### config.mk
export PLATFORM = sky130hd
export DESIGN_NAME = clk_div_bank
export DESIGN_NICKNAME = d
export VERILOG_FILES = /design/src/rtl/clk_div_pkg.sv /design/src/rtl/clk_div_chan.sv /design/src/rtl/clk_div_bank.sv
export SDC_FILE = /design/constraint.sdc
export NUM_CORES = 1
export LEC_CHECK = 0
export ABC_AREA = 1
export CAP_MARGIN = 20
export CORE_ASPECT_RATIO = 0.7
export CORE_MARGIN = 3
export CORE_UTILIZATION = 36
export CTS_BUF_LIST = sky130_fd_sc_hd__clkbuf_16
export DETAILED_ROUTE_END_ITERATION = 12
export GPL_ROUTABILITY_DRIVEN = 0
export GPL_TIMING_DRIVEN = 0
export PLACE_DENSITY_LB_ADDON = 0.1
export REMOVE_ABC_BUFFERS = 1
export SYNTH_ARGS = -nofsm -noshare
export SYNTH_HDL_FRONTEND = slang
export SYNTH_HIERARCHICAL = 1
export SYNTH_SLANG_ARGS = --single-unit
### constraint.sdc
create_clock -name clk -period 2.05 [get_ports clk]
set_clock_uncertainty 0.05 [all_clocks]
set_input_delay 0.41 -clock clk [delete_from_list [all_inputs] [get_ports clk]]
set_output_delay 0.41 -clock clk [all_outputs]
set_load 0.03 [all_outputs]
### src/rtl/clk_div_pkg.sv
// Shared widths, reset defaults and rate constants for the clock-divider bank.
// Rate constants assume a 100 MHz system clock.
package clk_div_pkg;

    localparam int unsigned CNT_W_DEF = 27;

    typedef logic [CNT_W_DEF-1:0] half_t;

    // Output period is 2*(H+1) cycles, so H = period/2 - 1
    function automatic half_t period_to_half(input int unsigned period);
        return half_t'(period / 2 - 1);
    endfunction

    localparam half_t HALF_1HZ_100M    = period_to_half(100_000_000);
    localparam half_t HALF_1KHZ_100M   = period_to_half(100_000);
    localparam half_t HALF_60HZ_100M   = period_to_half(1_666_667);
    localparam half_t DEFAULT_HALF_DEF = HALF_1HZ_100M;

endpackage

### src/rtl/clk_div_chan.sv
// One divider channel: half-period counter, live and pending divide values,
// registered 50%-duty slow clock and rising-edge tick.
module clk_div_chan
    import clk_div_pkg::*;
#(
    parameter int unsigned      CNT_W        = CNT_W_DEF,
    parameter logic [CNT_W-1:0] DEFAULT_HALF = CNT_W'(DEFAULT_HALF_DEF)
) (
    input  logic             clk,
    input  logic             rst_n,
    input  logic             en,
    input  logic             wr_hit,
    input  logic [CNT_W-1:0] wr_half,
    input  logic             align,
    output logic             slow_clk,
    output logic             tick,
    output logic             pending
);

    logic [CNT_W-1:0] cnt_q, cnt_d;
    logic [CNT_W-1:0] half_q, half_d;
    logic [CNT_W-1:0] pend_val_q, pend_val_d;
    logic             pending_q, pending_d;
    logic             slow_q, slow_d;
    logic             tick_q, tick_d;

    always_comb begin
        cnt_d      = cnt_q;
        half_d     = half_q;
        pend_val_d = pend_val_q;
        pending_d  = pending_q;
        slow_d     = slow_q;
        tick_d     = 1'b0;
        if (align) begin
            cnt_d  = '0;
            slow_d = 1'b0;
            if (pending_q) begin
                half_d    = pend_val_q;
                pending_d = 1'b0;
            end
        end else if (wr_hit && !en) begin
            half_d    = wr_half;
            cnt_d     = '0;
            slow_d    = 1'b0;
            pending_d = 1'b0;
        end else begin
            if (en) begin
                if (cnt_q == half_q) begin
                    cnt_d  = '0;
                    slow_d = ~slow_q;
                    tick_d = ~slow_q;
                    // Falling edge closes a full period; a same-cycle write defers to the next one
                    if (slow_q && pending_q && !wr_hit) begin
                        half_d    = pend_val_q;
                        pending_d = 1'b0;
                    end
                end else begin
                    cnt_d = cnt_q + 1'b1;
                end
            end
            if (wr_hit) begin
                pend_val_d = wr_half;
                pending_d  = 1'b1;
            end
        end
    end

    always_ff @(posedge clk) begin
        if (!rst_n) begin
            cnt_q      <= '0;
            half_q     <= DEFAULT_HALF;
            pend_val_q <= '0;
            pending_q  <= 1'b0;
            slow_q     <= 1'b0;
            tick_q     <= 1'b0;
        end else begin
            cnt_q      <= cnt_d;
            half_q     <= half_d;
            pend_val_q <= pend_val_d;
            pending_q  <= pending_d;
            slow_q     <= slow_d;
            tick_q     <= tick_d;
        end
    end

    assign slow_clk = slow_q;
    assign tick     = tick_q;
    assign pending  = pending_q;

endmodule

### src/rtl/clk_div_bank.sv
// Bank of NUM_CH independent clock dividers sharing one write port.
// Optional CLK_DIV_BANK_PHASE_ALIGN_EN adds an align input that phase-resets all channels.
module clk_div_bank
    import clk_div_pkg::*;
#(
    parameter int unsigned      NUM_CH       = 4,
    parameter int unsigned      CNT_W        = CNT_W_DEF,
    parameter logic [CNT_W-1:0] DEFAULT_HALF = CNT_W'(DEFAULT_HALF_DEF),
    parameter int unsigned      SEL_W        = (NUM_CH > 1) ? $clog2(NUM_CH) : 1
) (
    input  logic              clk,
    input  logic              rst_n,
    input  logic [NUM_CH-1:0] en,
`ifdef CLK_DIV_BANK_PHASE_ALIGN_EN
    input  logic              align,
`endif
    input  logic              wr,
    input  logic [SEL_W-1:0]  wr_sel,
    input  logic [CNT_W-1:0]  wr_half,
    output logic [NUM_CH-1:0] slow_clk,
    output logic [NUM_CH-1:0] tick,
    output logic [NUM_CH-1:0] pending
);

    logic align_w;
    logic [NUM_CH-1:0] wr_hit;

`ifdef CLK_DIV_BANK_PHASE_ALIGN_EN
    assign align_w = align;
`else
    assign align_w = 1'b0;
`endif

    // Out-of-range selects match no channel, so such writes fall away
    for (genvar g = 0; g < NUM_CH; g++) begin : g_ch
        assign wr_hit[g] = wr && (wr_sel == SEL_W'(g));

        clk_div_chan #(
            .CNT_W       (CNT_W),
            .DEFAULT_HALF(DEFAULT_HALF)
        ) u_chan (
            .clk     (clk),
            .rst_n   (rst_n),
            .en      (en[g]),
            .wr_hit  (wr_hit[g]),
            .wr_half (wr_half),
            .align   (align_w),
            .slow_clk(slow_clk[g]),
            .tick    (tick[g]),
            .pending (pending[g])
        );
    end

endmodule
==> After elaboration in Yosys (flattened, before gate mapping) <==
Index checks and enable logic that the tools add are counted.
{ "word_totals": {"register_bits": 336, "inputBits": 36, "output_inout_bits": 12} }
{ "classes": {"addsub": 4, "n_eq_ne": 7, "n_mux": 36, "n_bitwise": 17, "n_reduce_logical": 73} }
{ "ops": {"columns": ["op", "n"], "rows": [
  ["$mux W27", 20],
  ["$add A27 B1 Y27 const B", 4],
  ["$eq A27 B27 Y1", 4],
  ["$reduce_bool A2 Y1", 24],
  ["$reduce_and A3 Y1", 8],
  ["$not A1 Y1", 17],
  ["$logic_and A1 B1 Y1", 16],
  ["$mux W1", 16],
  ["$reduce_and A2 Y1", 8],
  ["$reduce_or A4 Y1", 4],
  ["$logic_not A1 Y1", 8],
  ["$reduce_or A2 Y1", 4],
  ["$eq A2 B2 Y1 const B", 2],
  ["$eq A2 B1 Y1 const B", 1],
  ["$logic_not A2 Y1", 1]
]} }

==> Longest topological paths before layout <==
{ "logic_depth": {"depth_word": 8, "ltp_mapped": 13, "mapped_depth_nobuf": 12} }

==> Cells and area by module <==
Netlist, hierarchy kept.
{ "by_module_without_submodules": {"columns": ["mod", "instances", "cells_each", "area_per_inst_um2", "seq_area_each_um2"], "rows": [
  ["clk_div_chan", 4, 570, 4194.0, 1681.6],
  ["clk_div_bank", 1, 9, 33.8, 0.0]
]} }

==> Least setup slack after synthesis <==
No wires, ideal clock.
{ "synth_timing": {"path_kind": "input port to flip-flop", "startpoint": "in wr_sel[0]", "endpoint": "reg g_ch[0].u_chan.half_q[0]", "t_arrival_ns": 1.637, "required_time_ns": 1.870, "path_slack_ns": 0.233, "cell_stages": 10, "path_cell_list": "inv_1 > nand2_1 > nor2_1 > inv_1 > nor2_1 > nand2_2 > buf_2 > mux2_2 > nand3_1 > nand3_1"} }
{ "synth_between": {"elab_chain_len": 6, "word_cells_on_any_way": 10, "classes_between": "1 x mux; 9 x reduce/logical"} }
{ "synth_rtl": {"columns": ["item", "line_no", "source"], "rows": [
  ["start: declaration", "clk_div_bank.sv:18", "input logic [SEL_W-1:0] wr_sel,"],
  ["$logic_not A2 Y1 (*)", "clk_div_bank.sv:36", "assign wr_hit[g] = wr && (wr_sel == SEL_W'(g));"],
  ["$logic_and A1 B1 Y1 (*)", "clk_div_bank.sv:36", null],
  ["via wr_hit[0]", "clk_div_bank.sv:26", "logic [NUM_CH-1:0] wr_hit;"],
  ["$logic_not A1 Y1", "clk_div_chan.sv:53", "if (slow_q && pending_q && !wr_hit) begin"],
  ["$logic_and A1 B1 Y1", "clk_div_chan.sv:53", null],
  ["$reduce_bool A2 Y1 (no line)", null, null],
  ["$reduce_and A3 Y1 (no line)", null, null],
  ["end signal: assignment", "clk_div_chan.sv:78", "half_q <= half_d;"],
  ["end: declaration", "clk_div_chan.sv:21", "logic [CNT_W-1:0] half_q, half_d;"]
]} }
Mark *: on every way through the listed nets, which the timed path passes. The rest lies on a longest branch.
A chain may end at the register's enable or synchronous reset.

==> Worst setup path in the final report <==
{ "layout_timing": {"startpoint": "reg g_ch[2].u_chan.slow_q", "endpoint": "out slow_clk[2]"} }
{ "layout_rtl": {"columns": ["item", "line_no", "source"], "rows": [
  ["start: declaration", "clk_div_chan.sv:24", "logic slow_q, slow_d;"],
  ["start signal: assignment", "clk_div_chan.sv:81", "slow_q <= slow_d;"],
  ["end: declaration", "clk_div_bank.sv:20", "output logic [NUM_CH-1:0] slow_clk,"]
]} }
No word-level cell between the ends.

==> summary.txt <==
Job
  – Max-Cap Viols: 0

Critical path
  – Worst path cell trace: clkdlybuf4s50_1
  – WP buf/inv: 1
  – Reg-to-reg critical path endpoint: g_ch[3].u_chan/cnt_q[21]
  – Startpoint types: flop
  – CP max stage cell: clkdlybuf4s50_1
  – WP data required: 1590 ps
  – Kind of critical path: flop to output port
  – CP top delay family: buffers and inverters
  – WP data arrival: 1520 ps
  – CP max stage delay: 670 ps
  – Reg2Reg Depth: 8
  – Critical Path Fanout Max: 2
  – Reg2reg start: g_ch[3].u_chan/cnt_q[2]
  – Worst R2R Setup Slack: 150 ps
  – Crit end category: output port

Detailed routing
  – Met3 wire length: 3.14 mm
  – Total wire length: 49.0 mm
  – Vias per Instance: 5.07
  – 1st-iter DRT viols: 1082
  – Met2 Routed Length: 19.9 mm
  – DRC errors left: 0
  – Drt wl/cell: 16.5 µm
  – Metal-1 WL: 25.3 mm
  – Pre-Repair DR Iteration Count: 5
  – Total vias in the final route: 15052
  – Antenna viol nets, final: 0
  – DR top layer: met4

Synth
  – Synth Area in Simple Gates: 0.316
  – Post-Synth XOR/XNOR Area: 0.0771
  – Compound-Gate Fraction of Synth Area: 0.0795
  – Synth warn: 6
  – Yosys top cell area share: 0.400
  – Synth area leader: dfxtp_1
  – Gate Count Post-Synth: 2289
  – Sequential area share after synthesis: 0.400
  – Most frequent cells after synthesis: 530 x nand2_1, 336 x dfxtp_1, 252 x nand3_1
  – Largest family of logic cells by synthesized area: simple AND/OR/NAND/NOR gates
  – Top-count cell post-synth: nand2_1
  – Top FF cell, synth: dfxtp_1
  – Syn avg cell area: 7.34 µm²
  – Ys async rst share: 0
  – Fraction of synthesized area in multiplexers: 0.0482
  – EDFF count, synth: 0
  – Synthesized flop and latch total: 336
  – Post-synthesis adder-cell area fraction: 0.00298
  – Top cells by area, synth: dfxtp_1 40%, nand2_1 12%, nand3_1 7.5%
  – Post-synthesis cell type count: 33
  – Mapped cell area: 0.0168 mm²

Clock network
  – CTS Root Cell: clkbuf_16
  – CTS Buffer Depth: 3
  – Hold-fix buffers, CTS: 0
  – Number of buffers created by CTS: 37
  – H-tree Lvls: 2
  – TritonCTS clock tree: built
  – TritonCTS Sinks: 336
  – Worst-Skew Late Latency: 530 ps
  – Reg clk slew, reported paths: 60 ps

Global route
  – Vias in the first global route: 14044
  – First-pass GRT wire length: 75.9 mm
  – Initial antenna violation count: 0
  – Global route overflow: 0
  – GRT Util Overall: 0.188
  – Largest net degree at the start of global routing: 125

Pwr
  – Leak Pwr: 0.00760 µW
  – Total power draw: 14900 µW
  – PD cells: 756 mW/mm²
  – Peak VDD IR: 0.462 mV

Timing
  – Final hold violation count: 0
  – Max-slew violations: 0
  – Finish-stage setup viols: 0
  – Final Cycle Share: 0.967
  – Worst-Margin Slew: 866 ps
  – Slew Limit Headroom: 0.423
  – Setup WS post-layout: 67.9 ps
  – Max Freq: 505 MHz
  – Final Critical Period: 1980 ps

Floorplan
  – Core Box Area: 0.0455 mm²
  – Rows: 65
  – Die width: 264 µm
  – Initial Util: 0.369
  – Die footprint: 0.0494 mm²
  – Die H: 187 µm
  – I/O Pins: 48

Placed design
  – Buffers on Ports: 47
  – Dpl cells: 2847
  – Post-DP HPWL: 31.3 mm
  – Dpl ws: -1980 ps

Worst hold path
  – WHS Endpoint: g_ch[2].u_chan/half_q[17]
  – HP Start: rst_n
  – Hold path depth: 2
  – Worst hold path class: input port to flop

Final layout
  – Layout fillers: 4610
  – Area occupied by multi-input gates: 0.00945 mm²
  – Layout cells sized above 1: 0.135
  – Area growth, synth to finish: 17.3%
  – Finished Layout Cells: 2966
  – Sequential cell area: 0.00676 mm²
  – # nets final: 2376

Run status
  – Status: completed
metal layers:
metal / vias up / GRT usage
li1: 7591 / -
met1: 7090 / 0.289
met2: 324 / 0.274
met3: 47 / 0.0370
met4: 0 / 0.0343
met5: - / 0
worst register-to-register path: stages (launching register included):
cell and delay, ps:
dfxtp_1 470, nand3_1 140, nor3_1 280, nand3_2 170, nor2_2 220, nand2_2 120, nor2_4 120, xor2_1 180
nor2_1 50
area by class of cell:
cell class,count,share of cell area
diodes,3,0.000381
clock buffers,37,0.0470
clock inverters,26,0.0118
inverters,190,0.0362
multi-input cells,1684,0.479
flip-flops and latches,336,0.343
well taps,603,0.0383
repair buffers,87,0.0443
worst max path at each step:
| stage | startpoint | cells after the start | end | slack (ps) |
|---|---|---|---|---|
| floorplan | wr_sel[0] | 9 | g_ch[0].u_chan/pend_val_q[10] | -610 |
| global route | g_ch[2].u_chan/cnt_q[25] | 10 | g_ch[2].u_chan/half_q[4] | -30 |
| finish | g_ch[2].u_chan/slow_clk | 1 | slow_clk[2] | 70 |
| detailed placement | wr_sel[0] | 10 | g_ch[2].u_chan/pend_val_q[7] | -1980 |
| global placement | rst_n | 3 | g_ch[3].u_chan/pend_val_q[21] | -5830 |
| CTS | en[0] | 6 | g_ch[0].u_chan/half_q[20] | 5 |
power by group:
part | internal (µW) | switching [µW] | leakage (µW) | total [µW]
logic | 501 | 915 | 0.00426 | 1420
registers | 6740 | 142 | 0.00275 | 6890
clock network | 3880 | 2730 | 0.000600 | 6610
total | 11100 | 3790 | 0.00760 | 14900
registers in the layout, indices dropped and copies added, names as in the netlist:
name / cells
g_ch.u_chan/cnt_q: 108
g_ch.u_chan/half_q: 108
g_ch.u_chan/pend_val_q: 108
g_ch.u_chan/pending: 4
g_ch.u_chan/slow_clk: 4
g_ch.u_chan/tick: 4
through the flow:
| stage | util | instance area, µm² | TNS, ps | hold slack [ps] |
|---|---|---|---|---|
| final | 0.433 | 19700 | 0 | 134 |
| after global routing | 0.433 | 19700 | -224 | 127 |
| after CTS | 0.425 | 19400 | 0 | 107 |
| after detailed placement | 0.387 | 17600 | -481500 | 394 |
| after global placement | 0.384 | 17500 | -1377600 | 390 |
| after floorplan | - | 16300 | -146310 | 379 |
cell families after synthesis:
kind of cell	after synthesis
AOI/OAI and AO/OA	256
xor gates and xnor gates	148
adders and majority gates	4
buffers and inverters	294
DFF	336
muxes	72
other	1
and+or+nand+nor	1178
layout by cell type (no fill, tap or decap), types with 4 or more instances in the layout:
| cell type | count |
|---|---|
| buf_4 | 31 |
| nor3_1 | 46 |
| nand4_1 | 56 |
| conb_1 | 8 |
| ha_1 | 4 |
| nand3_2 | 8 |
| dfxtp_1 | 309 |
| nor4_1 | 4 |
| mux2_2 | 72 |
| nor3b_1 | 16 |
| nand3_4 | 4 |
| nor2_1 | 186 |
| a211oi_1 | 8 |
| buf_12 | 4 |
| inv_1 | 193 |
| nand2_8 | 15 |
| nand2_4 | 18 |
| dfxtp_2 | 27 |
| xor2_1 | 52 |
| a21o_2 | 4 |
| a21oi_1 | 152 |
| clkbuf_16 | 37 |
| bufinv_16 | 5 |
| nand3_1 | 248 |
| xnor2_1 | 96 |
| o22ai_1 | 4 |
| nand3b_1 | 4 |
| o21ai_0 | 78 |
| nor3_2 | 6 |
| nor2_2 | 25 |
| nand2_2 | 18 |
| clkdlybuf4s50_1 | 37 |
| nand2_1 | 517 |
| clkinv_1 | 13 |
| o21ai_1 | 5 |
| o21ai_4 | 4 |
| nor2_4 | 23 |
| dlygate4sd2_1 | 4 |
repair_timing:
item / CTS / global route
setup endpoints to repair: 338 / 204
cloned: 10 / 9
pin swaps: 14 / 11
buffers inserted: 24 / 10
gates resized for setup: 74 / 62
Power figures use the tool's default switching activity.
==> RTL edit 1, RTL diff (same settings) <==
Change the package constant `CNT_W_DEF` from 27 to 23.
--- a/src/rtl/clk_div_pkg.sv
+++ b/src/rtl/clk_div_pkg.sv
@@ -2,7 +2,7 @@
 // Rate constants assume a 100 MHz system clock.
 package clk_div_pkg;
 
-    localparam int unsigned CNT_W_DEF = 27;
+    localparam int unsigned CNT_W_DEF = 23;
 
     typedef logic [CNT_W_DEF-1:0] half_t;
 
Ports: changed (resized wr_half); port bits go from 48 to 44. No check against the original RTL was run, so the function may have changed too.
==> RTL edit 1 against the original RTL <==
Die area down 13%. Power is 13% lower. Worst setup slack lost 0.011 ns. Core utilization rose by 1.6 points. Routed wire length down 11%. Synthesized area fell by 13%. Global-route usage rose by 0.12 points. Cell area down 9.2%. Sequential share of layout area fell by 2.0 points. Sequential cell count down 48. Register-to-register slack worse by 0.05 ns. Synthesized cell count shrank 5.9%. Via count down 8.3%.
==> RTL edit 1: results (changes against the original RTL) <==
\begin{tabular}{lr}
\hline
Metric & Value \\
\hline
\multicolumn{2}{l}{\textbf{Min path}} \\
Class of the tightest hold or removal check & input pin to flop \\
Worst hold path depth & 3 (+1) \\
\multicolumn{2}{l}{\textbf{Global routing}} \\
First-pass GRT wire length & 66200 microns (-13\%) \\
Global Route Usage Sum & 19.0\% (+0.12 points) \\
Vias in the first global route & 12408 (-12\%) \\
Number of antenna violations at the first check in global routing & 0 (unchanged) \\
Pin count of the biggest net entering global routing & 66 (-47\%) \\
\multicolumn{2}{l}{\textbf{Setup path}} \\
Highest-delay cell along the critical path & sky130\_fd\_sc\_hd\_\_clkdlybuf4s50\_1 \\
R2R cell count & 7 (-1) \\
\multicolumn{2}{l}{\textbf{Power}} \\
Max IR drop VDD & 0.522 mV (+13\%) \\
Leakage power figure & 7.66 nW (+0.71\%) \\
\multicolumn{2}{l}{\textbf{Outcome}} \\
Run status & finished, final reports clean \\
\multicolumn{2}{l}{\textbf{Detailed routing}} \\
Via count & 13801 (-8.3\%) \\
Initial drt markers & 766 (-29\%) \\
WL per Instance & 15.7 microns (-5.0\%) \\
Mean number of vias per cell & 4.96 (-2.2\%) \\
\multicolumn{2}{l}{\textbf{Final layout}} \\
Layout-stage area growth over the synthesis result & 22.3\% \\
Number of nets in the final layout & 2257 (-5.0\%) \\
Count of filler cells inserted in the layout & 4071 (-12\%) \\
Fraction of layout instances using a drive strength above 1 & 14.3\% (+0.87 points) \\
Top flop regs & g\_ch.u\_chan/cnt\_q x92, g\_ch.u\_chan/half\_q x92, g\_ch.u\_chan/pend\_val\_q x92 \\
\multicolumn{2}{l}{\textbf{Clocking}} \\
Number of buffers created by CTS & 34 (-8.1\%) \\
Clock insertion delay at the later pin of the skew report & 0.52 ns \\
\multicolumn{2}{l}{\textbf{Synth}} \\
Compound-gate portion of the synthesized area & 6.97\% (-0.98 points) \\
Area contributors post-synth & sky130\_fd\_sc\_hd\_\_dfxtp\_1 39\%, sky130\_fd\_sc\_hd\_\_nand2\_1 15\%, sky130\_fd\_sc\_hd\_\_inv\_1 6.4\%, sky130\_fd\_sc\_hd\_\_nand3\_1 5.8\%, sky130\_fd\_sc\_hd\_\_nor2\_1 5.4\% \\
Synth cell types & 32 (-3.0\%) \\
Arithmetic-cell share of the synthesized area counting full adders, half adders and majority gates & 0.342\% (+0.044 points) \\
Top post-synthesis cells by count & 596 x sky130\_fd\_sc\_hd\_\_nand2\_1, 288 x sky130\_fd\_sc\_hd\_\_dfxtp\_1, 248 x sky130\_fd\_sc\_hd\_\_inv\_1 \\
Parity-gate share of the synthesized area counting xor and xnor cells & 3.23\% (-4.5 points) \\
Sequential fraction of the synthesis area & 39.4\% (-0.66 points) \\
Share of synthesized area spent on multiplexers & 4.92\% (+0.096 points) \\
Area fraction of the dominant cell type after synthesis & 39.4\% (-0.66 points) \\
\multicolumn{2}{l}{\textbf{Place}} \\
Dpl cells & 2647 (-7.0\%) \\
Dpl hpwl & 27300 microns (-13\%) \\
\multicolumn{2}{l}{\textbf{STA}} \\
Relative slew slack & 44.7\% (+2.5 points) \\
\hline
\end{tabular}
## RTL edit 1: cell count changes after synthesis, moves of 48 or more
| cell | before | now |
|---|---|---|
| sky130_fd_sc_hd__nand4_1 | 56 | 104 |
| sky130_fd_sc_hd__inv_1 | 186 | 248 |
| sky130_fd_sc_hd__nand3_1 | 252 | 170 |
| sky130_fd_sc_hd__xnor2_1 | 96 | 4 |
| sky130_fd_sc_hd__dfxtp_1 | 336 | 288 |
| sky130_fd_sc_hd__nand2_1 | 530 | 596 |
## RTL edit 1: what timing repair did
item,4_1_cts,5_1_grt
buffers inserted,13,29
gates resized for setup,87,89
endpoints found under the setup margin,290,277
pin swaps,15,25
gates cloned,13,18
## RTL edit 1: cell type report
cell class                 count  share of cell area (%)
tap                          535                    3.74
clock inverter                22                   0.650
clock buffer                  37                    5.17
sequential                   288                    32.3
multi-input combinational   1525                    46.7
inverter                     276                    5.80
timing repair buffer          96                    5.65
antenna                        2                  0.0279
## RTL edit 1: metal layers
layer	track usage, %	vias up	wire length (microns)
li1	-	7112	-
met1	28.7	6378	22800
met2	27.9	257	18000
met3	3.24	54	2110
met4	4.20	0	778
met5	0	-	0
## RTL edit 1: final timing paths
check	start	end	slack, ns
worst min register to register	g_ch[2].u_chan/pend_val_q[18]	g_ch[2].u_chan/pend_val_q[18]	0.40
worst max register to register	g_ch[3].u_chan/cnt_q[7]	g_ch[3].u_chan/cnt_q[21]	0.10
worst min-delay path	en[2]	g_ch[2].u_chan/cnt_q[0]	0.27
worst max-delay path	g_ch[1].u_chan/slow_clk	slow_clk[1]	0.06
## RTL edit 1: where the power goes
part | switching (mW) | leakage [nW] | internal, mW
sequential | 0.0904 | 2.34 | 5.74
clock | 2.43 | 0.533 | 3.35
combinational | 0.861 | 4.78 | 0.437
total | 3.38 | 7.66 | 9.53
==> RTL edit 2, RTL diff (same settings) <==
Made on the original files. Add an input register stage for `wr_half`, without a reset; this delays it by one clock. The other inputs are not delayed to match.
--- a/src/rtl/clk_div_bank.sv
+++ b/src/rtl/clk_div_bank.sv
@@ -22,6 +22,12 @@
     output logic [NUM_CH-1:0] pending
 );
 
+    logic [CNT_W-1:0] wr_half_q;
+
+    always_ff @(posedge clk) begin
+        wr_half_q <= wr_half;
+    end
+
     logic align_w;
     logic [NUM_CH-1:0] wr_hit;
 
@@ -43,7 +49,7 @@
             .rst_n   (rst_n),
             .en      (en[g]),
             .wr_hit  (wr_hit[g]),
-            .wr_half (wr_half),
+            .wr_half (wr_half_q),
             .align   (align_w),
             .slow_clk(slow_clk[g]),
             .tick    (tick[g]),
Check against the original RTL: not equivalent (a bounded check fails within 4 cycles, from zero or initial values and one cycle with rst_n low).
==> RTL edit 2 against the original RTL <==
Cell area is 4.7% higher. Routed wire length grew 2.0%. Sequential power increased by 10%. Worst setup slack worse by 0.015 ns. Power rose by 6.7%. Synthesized area up 3.6%. Sequential cell count up 27.
==> RTL edit 2: results (changes against the original RTL) <==
\begin{tabular}{lr}
\hline
Metric & Value \\
\hline
\multicolumn{2}{l}{\textbf{Global routing}} \\
Vias in the first global route & 14221 (+1.3\%) \\
Global Route Usage Sum & 19.3\% (+0.47 points) \\
Fraction of met3 tracks used by global routing & 3.53\% (-0.17 points) \\
Number of antenna violations at the first check in global routing & 1 (+1) \\
\multicolumn{2}{l}{\textbf{Final layout}} \\
Data buffer area share & 5.89\% (+1.5 points) \\
N\_diodes & 1 (-2) \\
Count of filler cells inserted in the layout & 4811 (+4.4\%) \\
Inverter count & 194 (+2.1\%) \\
Buffers excl. clock & 106 (+22\%) \\
Total number of sequential cells & 363 (+8.0\%) \\
Clock distribution area overhead in the final layout & 5.97\% (+0.096 points) \\
\multicolumn{2}{l}{\textbf{Setup path}} \\
Slack of the worst reg-to-reg path & 0.07 ns (-0.08 ns) \\
Startpoint of the worst setup timing path & g\_ch[3].u\_chan/pending \\
Reg-to-reg endpoint & g\_ch[1].u\_chan/half\_q[11] \\
Worst EP arrival & 1.54 ns (+0.02 ns) \\
\multicolumn{2}{l}{\textbf{Synth}} \\
Sequential fraction of the synthesis area & 41.7\% (+1.7 points) \\
Syn avg cell area & 7.56 sq um (+2.9\%) \\
Top post-synthesis cells by count & 494 x sky130\_fd\_sc\_hd\_\_nand2\_1, 363 x sky130\_fd\_sc\_hd\_\_dfxtp\_1, 288 x sky130\_fd\_sc\_hd\_\_nand3\_1 \\
\multicolumn{2}{l}{\textbf{Min path}} \\
Hold Path Sink & g\_ch[3].u\_chan/half\_q[3] \\
\multicolumn{2}{l}{\textbf{STA}} \\
Final worst-path setup slack & 0.0533 ns (-0.0147 ns) \\
Final hold slack & 0.234 ns (+0.100 ns) \\
\multicolumn{2}{l}{\textbf{Detailed routing}} \\
Length of routed met3 wiring & 2890 microns (-8.0\%) \\
\multicolumn{2}{l}{\textbf{Clocking}} \\
Post-CTS setup repair buffer count & 25 (+4.2\%) \\
\multicolumn{2}{l}{\textbf{Place}} \\
Post-Place Setup Slack & -1.95 ns (+0.0339 ns) \\
\multicolumn{2}{l}{\textbf{Outcome}} \\
Run status & finished, final reports clean \\
\multicolumn{2}{l}{\textbf{Power}} \\
Leakage power figure & 8.19 nW (+7.8\%) \\
\hline
\end{tabular}
-- RTL edit 2: cell types whose count changed after synthesis, moves of 27 or more --
cell	delta
sky130_fd_sc_hd__nand3_1	+36
sky130_fd_sc_hd__o21ai_0	-28
sky130_fd_sc_hd__nor2_1	+32
sky130_fd_sc_hd__nand4_1	-32
sky130_fd_sc_hd__nand2_1	-36
sky130_fd_sc_hd__dfxtp_1	+27
-- RTL edit 2: report_power, final --
part           leakage, nW  internal [mW]  switching (mW)
clock network        0.648           3.99            2.94
registers             2.97           7.31           0.291
logic                 4.57          0.569           0.816
total                 8.19           11.9            4.04
-- RTL edit 2: metrics by stage --
step           total power, mW  util (%)
2_1_floorplan             8.39         -
3_3_place_gp              8.88      38.2
3_5_place_dp              8.92      38.9
4_1_cts                   16.1      42.8
5_1_grt                   16.7      43.8
6_report                  15.9      43.8
